==> src/rtl/aclock_pkg.sv <==
// Shared types and constants for the aclock button sequencer and its BCD
// arithmetic helper.
package aclock_pkg;

  typedef enum logic [1:0] {
    ST_IDLE,
    ST_EDIT_H,
    ST_EDIT_M,
    ST_COMMIT
  } state_t;

  typedef enum logic [1:0] {
    FIELD_NONE    = 2'b00,
    FIELD_HOURS   = 2'b01,
    FIELD_MINUTES = 2'b10
  } edit_field_t;

  typedef enum logic [1:0] {
    OP_INC_HOUR,
    OP_INC_MIN,
    OP_ADD_MIN
  } inc_op_t;

  localparam int HR_MAX  = 23;
  localparam int MIN_MAX = 59;

  typedef struct packed {
    logic [1:0] h1;
    logic [3:0] h0;
    logic [3:0] m1;
    logic [3:0] m0;
  } bcd_time_t;

  // Hours +1 with wrap; anything at or past 23 (or not valid BCD) restarts at 00.
  function automatic bcd_time_t hour_next(input bcd_time_t t);
    bcd_time_t  r;
    logic [5:0] hv;
    r  = t;
    hv = {4'b0, t.h1} * 6'd10 + {2'b0, t.h0};
    if (t.h0 > 4'd9 || hv >= 6'(HR_MAX)) begin
      r.h1 = 2'd0;
      r.h0 = 4'd0;
    end else if (t.h0 == 4'd9) begin
      r.h1 = t.h1 + 2'd1;
      r.h0 = 4'd0;
    end else begin
      r.h0 = t.h0 + 4'd1;
    end
    return r;
  endfunction

endpackage

==> src/rtl/bcd_time_inc.sv <==
// Combinational BCD time arithmetic: hour +1, minute +1 (no carry), or
// minute +N with carry into hours.
import aclock_pkg::*;

module bcd_time_inc (
  input  bcd_time_t  t,
  input  inc_op_t    op,
  input  logic [3:0] add_min,
  output bcd_time_t  y
);

  logic [4:0] m0_sum;
  logic [4:0] m0_adj;
  bcd_time_t  hr;

  // NOTE: every signal written here gets a default first, so no path leaves
  // a value unassigned and no latch can be inferred.
  always_comb begin
    y      = t;
    hr     = hour_next(t);
    m0_sum = {1'b0, t.m0} + {1'b0, add_min};
    m0_adj = m0_sum - 5'd10;
    case (op)
      OP_INC_HOUR: y = hr;
      OP_INC_MIN: begin
        if (t.m0 >= 4'(MIN_MAX % 10)) begin
          y.m0 = 4'd0;
          y.m1 = (t.m1 >= 4'(MIN_MAX / 10)) ? 4'd0 : t.m1 + 4'd1;
        end else begin
          y.m0 = t.m0 + 4'd1;
        end
      end
      OP_ADD_MIN: begin
        if (m0_sum >= 5'd10) begin
          y.m0 = m0_adj[3:0];
          if (t.m1 >= 4'(MIN_MAX / 10)) begin
            y.m1 = 4'd0;
            y.h1 = hr.h1;
            y.h0 = hr.h0;
          end else begin
            y.m1 = t.m1 + 4'd1;
          end
        end else begin
          y.m0 = m0_sum[3:0];
        end
      end
      default: y = t;
    endcase
  end

endmodule

==> src/rtl/aclock_set_ctrl.sv <==
// Button sequencer in front of aclock: time/alarm edit, arm flag and STOP_al
// scheduling. Define ACLOCK_SNOOZE_EN to add the snooze_btn input and logic.
import aclock_pkg::*;

module aclock_set_ctrl #(
  parameter int TIMEOUT_CYC   = 30,
  parameter int ALARM_MAX_CYC = 60,
  parameter int SNOOZE_MIN    = 5
) (
  input  logic       clk,
  input  logic       reset,
  input  logic       mode_btn,
  input  logic       inc_btn,
  input  logic       sel_alarm,
  input  logic       al_toggle_btn,
  input  logic       stop_btn,
`ifdef ACLOCK_SNOOZE_EN
  input  logic       snooze_btn,
`endif
  input  logic [1:0] cur_h1,
  input  logic [3:0] cur_h0,
  input  logic [3:0] cur_m1,
  input  logic [3:0] cur_m0,
  input  logic       Alarm,
  output logic [1:0] H_in1,
  output logic [3:0] H_in0,
  output logic [3:0] M_in1,
  output logic [3:0] M_in0,
  output logic       LD_time,
  output logic       LD_alarm,
  output logic       AL_ON,
  output logic       STOP_al,
  output logic       edit_active,
  output logic [1:0] edit_field
);

  localparam int TMO_W  = $clog2(TIMEOUT_CYC + 1);
  localparam int RING_W = $clog2(ALARM_MAX_CYC + 1);

  state_t           state_q, state_d;
  logic             sel_q;
  bcd_time_t        edit_q, shadow_q, hold_q;
  bcd_time_t        cur_t, edit_inc, load_t, snz_t;
  logic [TMO_W-1:0] tmo_q;
  logic [RING_W-1:0] ring_q;
  logic             al_on_q, stop_q;
  logic             any_btn, in_edit, commit, timeout, ring_stop;
  logic             snz_load, snz_stop;

  assign cur_t = {cur_h1, cur_h0, cur_m1, cur_m0};

  bcd_time_inc u_edit_inc (
    .t       (edit_q),
    .op      ((state_q == ST_EDIT_H) ? OP_INC_HOUR : OP_INC_MIN),
    .add_min (4'd1),
    .y       (edit_inc)
  );

`ifdef ACLOCK_SNOOZE_EN
  logic snz_pend_q, snz_wait_q;

  bcd_time_inc u_snooze_add (
    .t       (cur_t),
    .op      (OP_ADD_MIN),
    .add_min (4'(SNOOZE_MIN)),
    .y       (snz_t)
  );

  assign snz_stop = snooze_btn && Alarm;
  // A commit owns the load bus for its cycle; the snooze load waits behind it.
  assign snz_load = snz_wait_q && !commit;

  always_ff @(posedge clk) begin
    if (!reset) begin
      snz_pend_q <= 1'b0;
      snz_wait_q <= 1'b0;
    end else begin
      snz_pend_q <= snz_stop;
      snz_wait_q <= snz_pend_q || (snz_wait_q && commit);
    end
  end
`else
  assign snz_stop = 1'b0;
  assign snz_load = 1'b0;
  assign snz_t    = '0;
`endif

  assign any_btn = mode_btn | inc_btn | al_toggle_btn | stop_btn | snz_stop;
  assign in_edit = (state_q == ST_EDIT_H) || (state_q == ST_EDIT_M);
  assign commit  = (state_q == ST_COMMIT);
  assign timeout = in_edit && !any_btn && (tmo_q == TMO_W'(TIMEOUT_CYC - 1));
  assign ring_stop = Alarm && (ring_q == RING_W'(ALARM_MAX_CYC - 2));

  always_comb begin
    state_d     = state_q;
    edit_active = 1'b0;
    edit_field  = FIELD_NONE;
    case (state_q)
      ST_IDLE: if (mode_btn) state_d = ST_EDIT_H;
      ST_EDIT_H: begin
        edit_active = 1'b1;
        edit_field  = FIELD_HOURS;
        if (mode_btn)     state_d = ST_EDIT_M;
        else if (timeout) state_d = ST_IDLE;
      end
      ST_EDIT_M: begin
        edit_active = 1'b1;
        edit_field  = FIELD_MINUTES;
        if (mode_btn)     state_d = ST_COMMIT;
        else if (timeout) state_d = ST_IDLE;
      end
      ST_COMMIT: state_d = ST_IDLE;
      default:   state_d = ST_IDLE;
    endcase
  end

  assign load_t   = commit ? edit_q : (snz_load ? snz_t : hold_q);
  assign H_in1    = load_t.h1;
  assign H_in0    = load_t.h0;
  assign M_in1    = load_t.m1;
  assign M_in0    = load_t.m0;
  assign LD_time  = commit && !sel_q;
  assign LD_alarm = (commit && sel_q) || snz_load;
  assign AL_ON    = al_on_q;
  assign STOP_al  = stop_q;

  // NOTE: sequential state uses non-blocking assignments so every register
  // samples the pre-edge values of the others, independent of statement order.
  always_ff @(posedge clk) begin
    if (!reset) begin
      // NOTE: the edit and shadow registers are reset too, since an alarm
      // edit seeds from the shadow and must start from a known 00:00.
      state_q  <= ST_IDLE;
      sel_q    <= 1'b0;
      edit_q   <= '0;
      shadow_q <= '0;
      hold_q   <= '0;
      tmo_q    <= '0;
      ring_q   <= '0;
      al_on_q  <= 1'b0;
      stop_q   <= 1'b0;
    end else begin
      state_q <= state_d;
      hold_q  <= load_t;
      if (state_q == ST_IDLE && mode_btn) begin
        sel_q  <= sel_alarm;
        edit_q <= sel_alarm ? shadow_q : cur_t;
      end else if (in_edit && inc_btn && !mode_btn) begin
        edit_q <= edit_inc;
      end
      if (commit && sel_q) shadow_q <= edit_q;

      tmo_q <= (!in_edit || any_btn) ? '0 : tmo_q + TMO_W'(1);

      // Saturate past the trigger point so one ring yields a single auto-stop.
      if (!Alarm)                                  ring_q <= '0;
      else if (ring_q != RING_W'(ALARM_MAX_CYC))   ring_q <= ring_q + RING_W'(1);

      al_on_q <= al_on_q ^ al_toggle_btn;
      stop_q  <= (stop_btn && Alarm) || (al_toggle_btn && al_on_q && Alarm) ||
                 ring_stop || snz_stop;
    end
  end

endmodule

==> config.mk <==
export PLATFORM = sky130hd
export DESIGN_NAME = aclock_set_ctrl
export DESIGN_NICKNAME = d
export VERILOG_FILES = /design/src/rtl/aclock_pkg.sv /design/src/rtl/bcd_time_inc.sv /design/src/rtl/aclock_set_ctrl.sv
export SDC_FILE = /design/constraint.sdc
export NUM_CORES = 1
export LEC_CHECK = 0
export ABC_AREA = 0
export BUFFER_PORTS_ARGS = -buffer_cell sky130_fd_sc_hd__buf_2
export CAP_MARGIN = 25
export CORE_MARGIN = 2
export CORE_UTILIZATION = 34
export DETAILED_ROUTE_END_ITERATION = 8
export PLACE_DENSITY = 0.51
export SLEW_MARGIN = 20
export SYNTH_ARGS = -nofsm -noshare
export SYNTH_HDL_FRONTEND = slang
export SYNTH_HIERARCHICAL = 1
export SYNTH_SLANG_ARGS = --single-unit
==> constraint.sdc <==
create_clock -name clk -period 4.44 [get_ports clk]
set_input_delay 0.888 -clock clk [delete_from_list [all_inputs] [get_ports clk]]
set_output_delay 0.888 -clock clk [all_outputs]
set_load 0.02 [all_outputs]
==> impl_metrics.json, run 1 <==
{
  "status": "complete, no violations",
  "multi_input_area_mm2": 0.00250,
  "cts_resized": 0,
  "cpMaxStageDelayCell": "ha_1",
  "cp-start-kind": "register",
  "start_util_pct": 34.6,
  "rr_endpoint": "edit_q[11]",
  "syn_inst": 438,
  "avgSynthCellArea_um2": 8.94,
  "finalSetupTns_ps": 0,
  "clk_path_buf_depth": 2,
  "ys_dominant_reg_cell": "dfxtp_1",
  "drtAntennaViolNets": 0,
  "yosysMostFrequentCell": "dfxtp_1",
  "pin_count": 43,
  "endpoint_kind": "primary output",
  "pre_cts_ws_ps": 1500,
  "die_x_um": 111,
  "ys_seq_area_share_pct": 29.6,
  "min_from": "shadow_q[13]",
  "netlist_area_mm2": 0.00392,
  "cp_top_family": "adder cells",
  "min_to": "shadow_q[13]",
  "fin_util_pct": 39.8,
  "yosysWarnings": 6,
  "max_stage_delay_ps": 860,
  "port_buffers": 42,
  "synth.largest_area_cell": "dfxtp_1",
  "routedWlPerCell_um": 15.3,
  "setup-violations-final": 0,
  "first_global_vias": 3032,
  "syn_to_final_growth_pct": 14.9,
  "place_inst": 605,
  "hold_path.class": "register to register",
  "cts_root_buf": "clkbuf_16",
  "synth_common_cells": "dfxtp_1 (58), nand2_1 (45), nand3_1 (29)",
  "fin_skew_ps": 5.19,
  "dp_hpwl_um": 6820,
  "fin_ws_ps": 1210,
  "path_max_fanout": 16,
  "crit_required_ps": 3550,
  "reg2regPathDepth": 11,
  "drt-initial-drc-count": 305,
  "cts_tree": "built",
  "drv_slew": 0,
  "grt_max_degree": 50,
  "vias": 3240,
  "finalHoldViolations": 0,
  "worstPathBufferInverterCount": 2,
  "slew-limit-headroom_pct": 32.0,
  "drc_errors": 0,
  "synth_cell_types": 68,
  "die_h_um": 111,
  "drive_above_1_share_pct": 20.1,
  "post_cts_buffers": 0,
  "layout.nets": 524,
  "p_leak_nw": 1.84,
  "synth_top_area_share_pct": 29.6,
  "r2r-start": "edit_q[12]",
  "place_congestion": 0.877,
  "cp-startpoint": "state_q[1]",
  "wirelength_um": 9530,
  "cts_made_buffers": 9,
  "seq_area_mm2": 0.00116,
  "path_class": "register to primary output",
  "min_path_cells": 2,
  "synth-seq-cells": 58,
  "antenna_found_initial": 0,
  "fmax_mhz": 309,
  "die_area_mm2": 0.0124,
  "h-tree-depth": 3,
  "arrival_ps": 2340,
  "whs_ps": 457,
  "synth_edf_count": 0,
  "regToRegSetupSlack_ps": 1500,
  "nFillCells": 1180,
  "critical_path.cell_chain": "ha_1, nand2_4, inv_2, buf_2",
  "groute.usage.overall_pct": 16.0,
  "p_per_area_mw_per_mm2": 341,
  "max-vdd-ir-drop_uv": 181,
  "clkTransAtPathRegs_ps": 50,
  "rsz0062_at_grt": "false",
  "clk_latency_ps": 330,
  "design.core.area_mm2": 0.0113,
  "timing.final.crit_share_pct": 72.8,
  "fin_crit_ps": 3230,
  "worst_slew_pin_slew_ps": 1020,
  "cts_sinks": 58,
  "floorplan.rows": 39,
  "diodes": 0,
  "grt_pass1_wl_um": 16000,
  "max_cap_viol_count": 0,
  "stdcell_count": 621,
  "via_per_inst": 5.22,
  "holdBufCountCts": 0,
  "synthArstFlopShare_pct": 0,
  "yosys-top-cells-area": "dfxtp_1 (30%), ha_1 (8.6%), mux2i_1 (4.9%)",
  "overflow": 0,
  "first_pass_iters": 4
}
cell families after synthesis:
group                    synth area share (%)
AND/OR/NAND/NOR                          18.9
flip-flops                               29.6
other                                   0.192
adder cells (fa/ha/maj)                  9.65
XOR/XNOR                                 1.98
AO/OA/AOI/OAI                            22.6
multiplexers                             10.0
buffers and inverters                    6.93
through the flow:
stage	power (mW)	cell area, µm²
after floorplan	0.718	3940
after global placement	0.764	4160
after detailed placement	0.766	4160
after CTS	1.55	4500
after global routing	1.60	4500
final	1.53	4500
where the power goes:
part | switching (mW) | internal, mW | total (mW)
Clock | 0.241 | 0.536 | 0.776
Combinational | 0.120 | 0.0857 | 0.206
Sequential | 0.0212 | 0.532 | 0.553
registers in the layout, summed over array words and instances, names as in the netlist:
signal	flops
edit_q	14
hold_q	14
shadow_q	14
ring_q	6
tmo_q	5
state_q	2
AL_ON	1
STOP_al	1
sel_q	1
placed cells by master (no fill, tap or decap), drive strengths merged, types with 3 or more instances in the layout:
master	n
o211ai	6
nand3b	3
mux2	15
o21ai	19
conb	7
a21oi	14
ha	27
a31oi	3
a21boi	32
a2bb2oi	14
mux2i	19
nand2	46
a21o	3
xor2	5
a211oi	5
buf	43
nor2	15
inv	27
nand4	4
nor4b	3
clkbuf	12
nor3	7
nand3	29
and4	3
dfxtp	58
xnor2	3
and3	6
and2	16
final cells by class:
| cell class | instances | share of cell area [%] |
|---|---|---|
| Multi-Input combinational cell | 334 | 55.6 |
| Sequential cell | 58 | 25.8 |
| Clock buffer | 12 | 5.92 |
| Timing Repair Buffer | 43 | 4.84 |
| Tap cell | 143 | 3.98 |
| Inverter | 27 | 2.25 |
| Clock inverter | 4 | 1.61 |
per-layer routing:
metal | part of all wire [%] | wire, µm | up-vias | global-route usage [%]
li1 | - | - | 1630 | -
met4 | 1.6 | 157 | 0 | 5.84
met2 | 46 | 4390 | 69 | 25.0
met5 | 0 | 0 | - | 0
met1 | 49 | 4650 | 1529 | 22.5
met3 | 3.4 | 327 | 12 | 2.46
worst max path at each step:
stage / to / slack, ps / cells past startpoint
after detailed placement: edit_q[11] / 1500 / 11
after global placement: LD_alarm / 1530 / 4
final: LD_alarm / 1210 / 4
after CTS: LD_alarm / 1160 / 4
after floorplan: edit_q[11] / 1880 / 11
after global routing: LD_alarm / 1040 / 4
worst min-delay path, stage by stage (launching register included):
cell and delay (ps):
dfxtp_1 310, nand2_1 50, a21boi_1 50
Power figures use the tool's default switching activity.
==> run 2: changes to the inputs <==
- ABC_AREA: 0 -> 1
- clock period: 4.44 -> 3.1 ns (I/O delays scaled with it)
==> run 2 against run 1 <==
Critical path depth up 6. Core utilization up 0.46 points. First-iteration DRC count down 44%. Combinational power rose to 3.2 times the previous value. Synthesized area down 0.29%. Clock skew about the same. Register-to-register slack worse by 790 ps. Global-route usage up 0.25 points. Total power up 74%. Highest routed layer unchanged.
==> impl_metrics.json, run 2 <==
{
  "path_class": "register to register",
  "synth_top_area_share_pct": 29.7,
  "groute.usage.overall_pct": 16.3,
  "ys_seq_area_share_pct": 29.7,
  "via_per_inst": 4.88,
  "drt-initial-drc-count": 170,
  "drive_above_1_share_pct": 15.4,
  "rsz0062_at_grt": "false",
  "post_cts_buffers": 0,
  "synth_edf_count": 0,
  "min_path_cells": 1,
  "reg.largest.list": "edit_q (14), hold_q (14), shadow_q (14)",
  "fin_crit_ps": 2390,
  "die_x_um": 111,
  "crit_required_ps": 3300,
  "port_buffers": 42,
  "cts_resized": 0,
  "status": "complete, no violations",
  "multi_input_area_mm2": 0.00235,
  "critical_path.cell_chain": "inv_1, ha_1, inv_1, inv_1, ha_1, inv_1, a211oi_1, a21oi_2, a21oi_1, a21oi_1",
  "cts_made_buffers": 9,
  "hold_path.class": "register to register",
  "p_int_mw": 1.80,
  "avgSynthCellArea_um2": 6.86,
  "cts_root_buf": "clkbuf_16",
  "pin_count": 43,
  "min_to": "tmo_q[0]",
  "synth.largest_area_cell": "dfxtp_1",
  "drc_errors": 0,
  "first_global_vias": 3429,
  "fin_skew_ps": 4.95,
  "vias": 3705,
  "diodes": 0,
  "grt_max_degree": 34,
  "max_stage_delay_ps": 490,
  "cts_tree": "built",
  "synth_common_cells": "nand2_1 (121), inv_1 (75), a21oi_1 (70)",
  "synthArstFlopShare_pct": 0,
  "p_leak_nw": 2.12,
  "cts_sinks": 58,
  "layout_commonest_cell": "nand2_1",
  "holdBufCountCts": 0,
  "syn_inst": 569,
  "h-tree-depth": 3,
  "slew-limit-headroom_pct": 55.2,
  "yosysWarnings": 6,
  "path_max_fanout": 10,
  "p_sw_mw": 0.871,
  "clk_latency_ps": 330,
  "setup-violations-final": 0,
  "synth-seq-cells": 58,
  "start_util_pct": 34.5,
  "first_pass_iters": 4,
  "cp_top_family": "adder cells",
  "fmax_mhz": 419,
  "die_area_mm2": 0.0124,
  "synth_cell_types": 32,
  "layout.nets": 662,
  "overflow": 0,
  "routedWlPerCell_um": 12.7,
  "place_congestion": 0.898,
  "drv_slew": 0,
  "seqPwrFrac_pct": 31.8,
  "syn_to_final_growth_pct": 16.6,
  "timing.final.crit_share_pct": 77.1,
  "fin_ws_ps": 711,
  "seq_area_mm2": 0.00116,
  "final_cell_mix": "nand2_1 (121), inv_1 (75), a21oi_1 (70)",
  "r2r-start": "state_q[1]",
  "max_cap_viol_count": 0,
  "max-vdd-ir-drop_uv": 352,
  "clkTransAtPathRegs_ps": 50,
  "design.core.area_mm2": 0.0113,
  "p_per_area_mw_per_mm2": 586,
  "drtAntennaViolNets": 0,
  "cp-start-kind": "register",
  "floorplan.rows": 39,
  "fin_util_pct": 40.2,
  "critPathMostFrequentCell": "inv_1",
  "finalHoldViolations": 0,
  "worstPathBufferInverterCount": 4,
  "wirelength_um": 9670,
  "cpMaxStageDelayCell": "ha_1",
  "grt_pass1_wl_um": 16600,
  "power_frac_comb_pct": 25.0,
  "rr_endpoint": "edit_q[7]",
  "die_h_um": 111,
  "pre_cts_ws_ps": 747,
  "ys_dominant_reg_cell": "dfxtp_1",
  "netlist_area_mm2": 0.00390,
  "dp_hpwl_um": 7020,
  "switching_share_pct": 32.6,
  "regToRegSetupSlack_ps": 710,
  "reg2regPathDepth": 10,
  "yosys-top-cells-area": "dfxtp_1 (30%), nand2_1 (12%), a21oi_1 (9.0%)",
  "min_from": "tmo_q[0]",
  "finalSetupTns_ps": 0,
  "antenna_found_initial": 0,
  "endpoint_kind": "register",
  "nFillCells": 1210,
  "clk_path_buf_depth": 2,
  "arrival_ps": 2590,
  "p_clk_share_pct": 43.1,
  "worst_slew_pin_slew_ps": 672,
  "yosysMostFrequentCell": "nand2_1"
}
## run 2: layer usage
metal / share of wire [%] / wire (µm) / track usage (%) / up-vias
met1: 51 / 4890 / 23.1 / 1699
met4: 1.2 / 116 / 6.17 / 0
li1: - / - / - / 1927
met5: 0 / 0 / 0 / -
met3: 4.3 / 412 / 3.50 / 8
met2: 44 / 4250 / 24.1 / 71
## run 2: final cells by class
type	count	share of cell area (%)
clock buffer	9	4.95
clock inverter	7	2.58
inverter	75	6.18
multi-input combinational	421	51.6
sequential	58	25.5
tap	143	3.93
timing repair buffer	46	5.28
## run 2: worst max-delay path by stage
stage,slack (ps),startpoint,to,cells past startpoint
2_1_floorplan,910,state_q[1],edit_q[7],11
3_3_place_gp,790,edit_q[12],edit_q[8],14
3_5_place_dp,750,state_q[1],edit_q[7],10
4_1_cts,740,state_q[0],M_in1[3],5
5_1_grt,400,edit_q[9],edit_q[9],16
6_report,710,state_q[1],edit_q[7],10
## run 2: cells by family (layout without fill, tap and decap cells)
family,count (synthesis),in the layout,synth area share (%)
other cells,2,7,0.192
simple gates,239,239,26.8
fa+ha+maj,29,29,9.68
buf+inv,95,137,10.6
compound gates,136,136,20.8
flops,58,58,29.7
xor+xnor,10,10,2.24
## run 2: power groups by stage
stage               Combinational [mW]  Clock (mW)  Sequential (mW)
floorplan                        0.546           0            0.845
global placement                 0.659           0            0.866
detailed placement               0.658           0            0.867
CTS                              0.662        1.18            0.851
global route                     0.768        1.22            0.859
finish                           0.668        1.15            0.850
## run 2: through the flow
step	instance area, µm²	hold slack, ps	instances	power, mW
final	4550	466	759	2.67
after global placement	4210	456	743	1.52
after floorplan	3920	433	574	1.39
after detailed placement	4210	456	743	1.52
after global routing	4550	483	759	2.84
after CTS	4550	470	759	2.69
==> run 3: changes to the inputs <==
- clock period: 3.1 -> 2.3 ns (I/O delays scaled with it)
==> run 3 against run 2 <==
Non-clock buffer count rose by 9. Cell count rose by 1.2%. Hold slack got worse by 32 ps. Clock skew barely moved. Clock power rose by 37%. Die area did not move. Worst setup slack got worse by 540 ps. Register-to-register slack got worse by 520 ps. Via count rose by 1.2%. Flip-flop and latch count did not move. Routed wire length rose by 0.86%.
==> impl_metrics.json, run 3 (synthesis results as in run 2) <==
{
  "clk_path_buf_depth": 2,
  "design.core.area_mm2": 0.0113,
  "min_path_cells": 3,
  "status": "complete, no violations",
  "drv_slew": 0,
  "layout.nets": 671,
  "seqPwrFrac_pct": 30.2,
  "holdBufCountCts": 0,
  "die_x_um": 111,
  "drt-initial-drc-count": 261,
  "drtAntennaViolNets": 0,
  "worst_slew_pin_slew_ps": 655,
  "clk_latency_ps": 330,
  "max-vdd-ir-drop_uv": 494,
  "diodes": 0,
  "crit_required_ps": 1840,
  "cp-start-kind": "register",
  "die_area_mm2": 0.0124,
  "pin_count": 43,
  "via_per_inst": 4.88,
  "cpMaxStageDelayCell": "dfxtp_1",
  "fin_util_pct": 41.1,
  "critical_path.cell_chain": "ha_1, inv_1, nand2_1, nand2_1, buf_2",
  "stdcell_count": 768,
  "drc_errors": 0,
  "cts_resized": 0,
  "p_sw_mw": 1.16,
  "cts_sinks": 58,
  "whs_ps": 434,
  "die_h_um": 111,
  "p_int_mw": 2.51,
  "layout_commonest_cell": "nand2_1",
  "clkTransAtPathRegs_ps": 50,
  "dpl-instance-area_mm2": 0.00429,
  "syn_to_final_growth_pct": 19.1,
  "fin_area_mm2": 0.00465,
  "cts_root_buf": "clkbuf_16",
  "fin_crit_ps": 2130,
  "grt_pass1_wl_um": 16600,
  "groute.usage.overall_pct": 16.3,
  "routedWlPerCell_um": 12.7,
  "slew-limit-headroom_pct": 56.3,
  "place_inst": 752,
  "endpoint_kind": "primary output",
  "finalSetupTns_ps": 0,
  "finalHoldViolations": 0,
  "pre_cts_ws_ps": 196,
  "setup-violations-final": 0,
  "arrival_ps": 1670,
  "reg2regPathDepth": 14,
  "wirelength_um": 9750,
  "first_global_vias": 3458,
  "power_frac_comb_pct": 26.7,
  "final_cell_mix": "nand2_1 (120), inv_1 (75), a21oi_1 (69)",
  "path_max_fanout": 15,
  "path_class": "register to primary output",
  "vias": 3749,
  "start_util_pct": 34.5,
  "max_stage_delay_ps": 360,
  "first_pass_iters": 5,
  "grt_max_degree": 29,
  "p_per_area_mw_per_mm2": 791,
  "place_congestion": 0.887,
  "cts_made_buffers": 9,
  "overflow": 0,
  "fmax_mhz": 469,
  "drive_above_1_share_pct": 17.1,
  "fin_ws_ps": 167,
  "antenna_found_initial": 0,
  "timing.final.crit_share_pct": 92.7,
  "dp_hpwl_um": 7260,
  "floorplan.rows": 39,
  "switching_share_pct": 31.6,
  "rsz0062_at_grt": "true",
  "post_cts_buffers": 0,
  "cts_tree": "built",
  "nFillCells": 1193,
  "power_mw": 3.68,
  "p_leak_nw": 2.18,
  "port_buffers": 42,
  "p_clk_share_pct": 43.1,
  "reg.largest.list": "edit_q (14), hold_q (14), shadow_q (14)",
  "critPathMostFrequentCell": "nand2_1",
  "h-tree-depth": 3,
  "max_cap_viol_count": 0,
  "hold_path.class": "input pin to register",
  "fin_skew_ps": 5.09
}
## run 3: path summary, 6_finish.rpt
check             slack, ps       start   endpoint
hold reg to reg         470   hold_q[2]  hold_q[2]
hold / removal          430    stop_btn    STOP_al
setup reg to reg        190   edit_q[9]  edit_q[8]
setup / recovery        170  state_q[0]   M_in1[0]
## run 3: cell type report
type | count | area [µm²] | share of cell area (%)
multi-input combinational | 421 | 2350 | 50.6
sequential | 58 | 1160 | 25.0
timing repair buffer | 55 | 320 | 6.89
inverter | 75 | 282 | 6.05
clock buffer | 11 | 253 | 5.43
tap | 143 | 179 | 3.85
clock inverter | 5 | 100 | 2.15
## run 3: power groups by stage
| stage | logic [mW] | clock network (mW) | registers, mW |
|---|---|---|---|
| after floorplan | 0.736 | 0 | 1.14 |
| after global routing | 1.12 | 1.65 | 1.12 |
| after CTS | 0.967 | 1.61 | 1.11 |
| final | 0.983 | 1.58 | 1.11 |
| after global placement | 0.958 | 0 | 1.13 |
| after detailed placement | 0.963 | 0 | 1.13 |
## run 3: worst max-delay path, delay by kind of cell (launching register included)
| kind | cells | cell delay [ps] |
|---|---|---|
| flops | 1 | 360 |
| fa+ha+maj | 1 | 250 |
| buf+inv | 2 | 500 |
| simple gates | 2 | 230 |
## run 3: routing by layer
metal | vias up | track usage, % | share of wire, %
li1 | 1955 | - | -
met1 | 1703 | 23.1 | 51
met2 | 79 | 24.9 | 43
met3 | 12 | 2.95 | 4.1
met4 | 0 | 5.60 | 1.5
met5 | - | 0 | 0
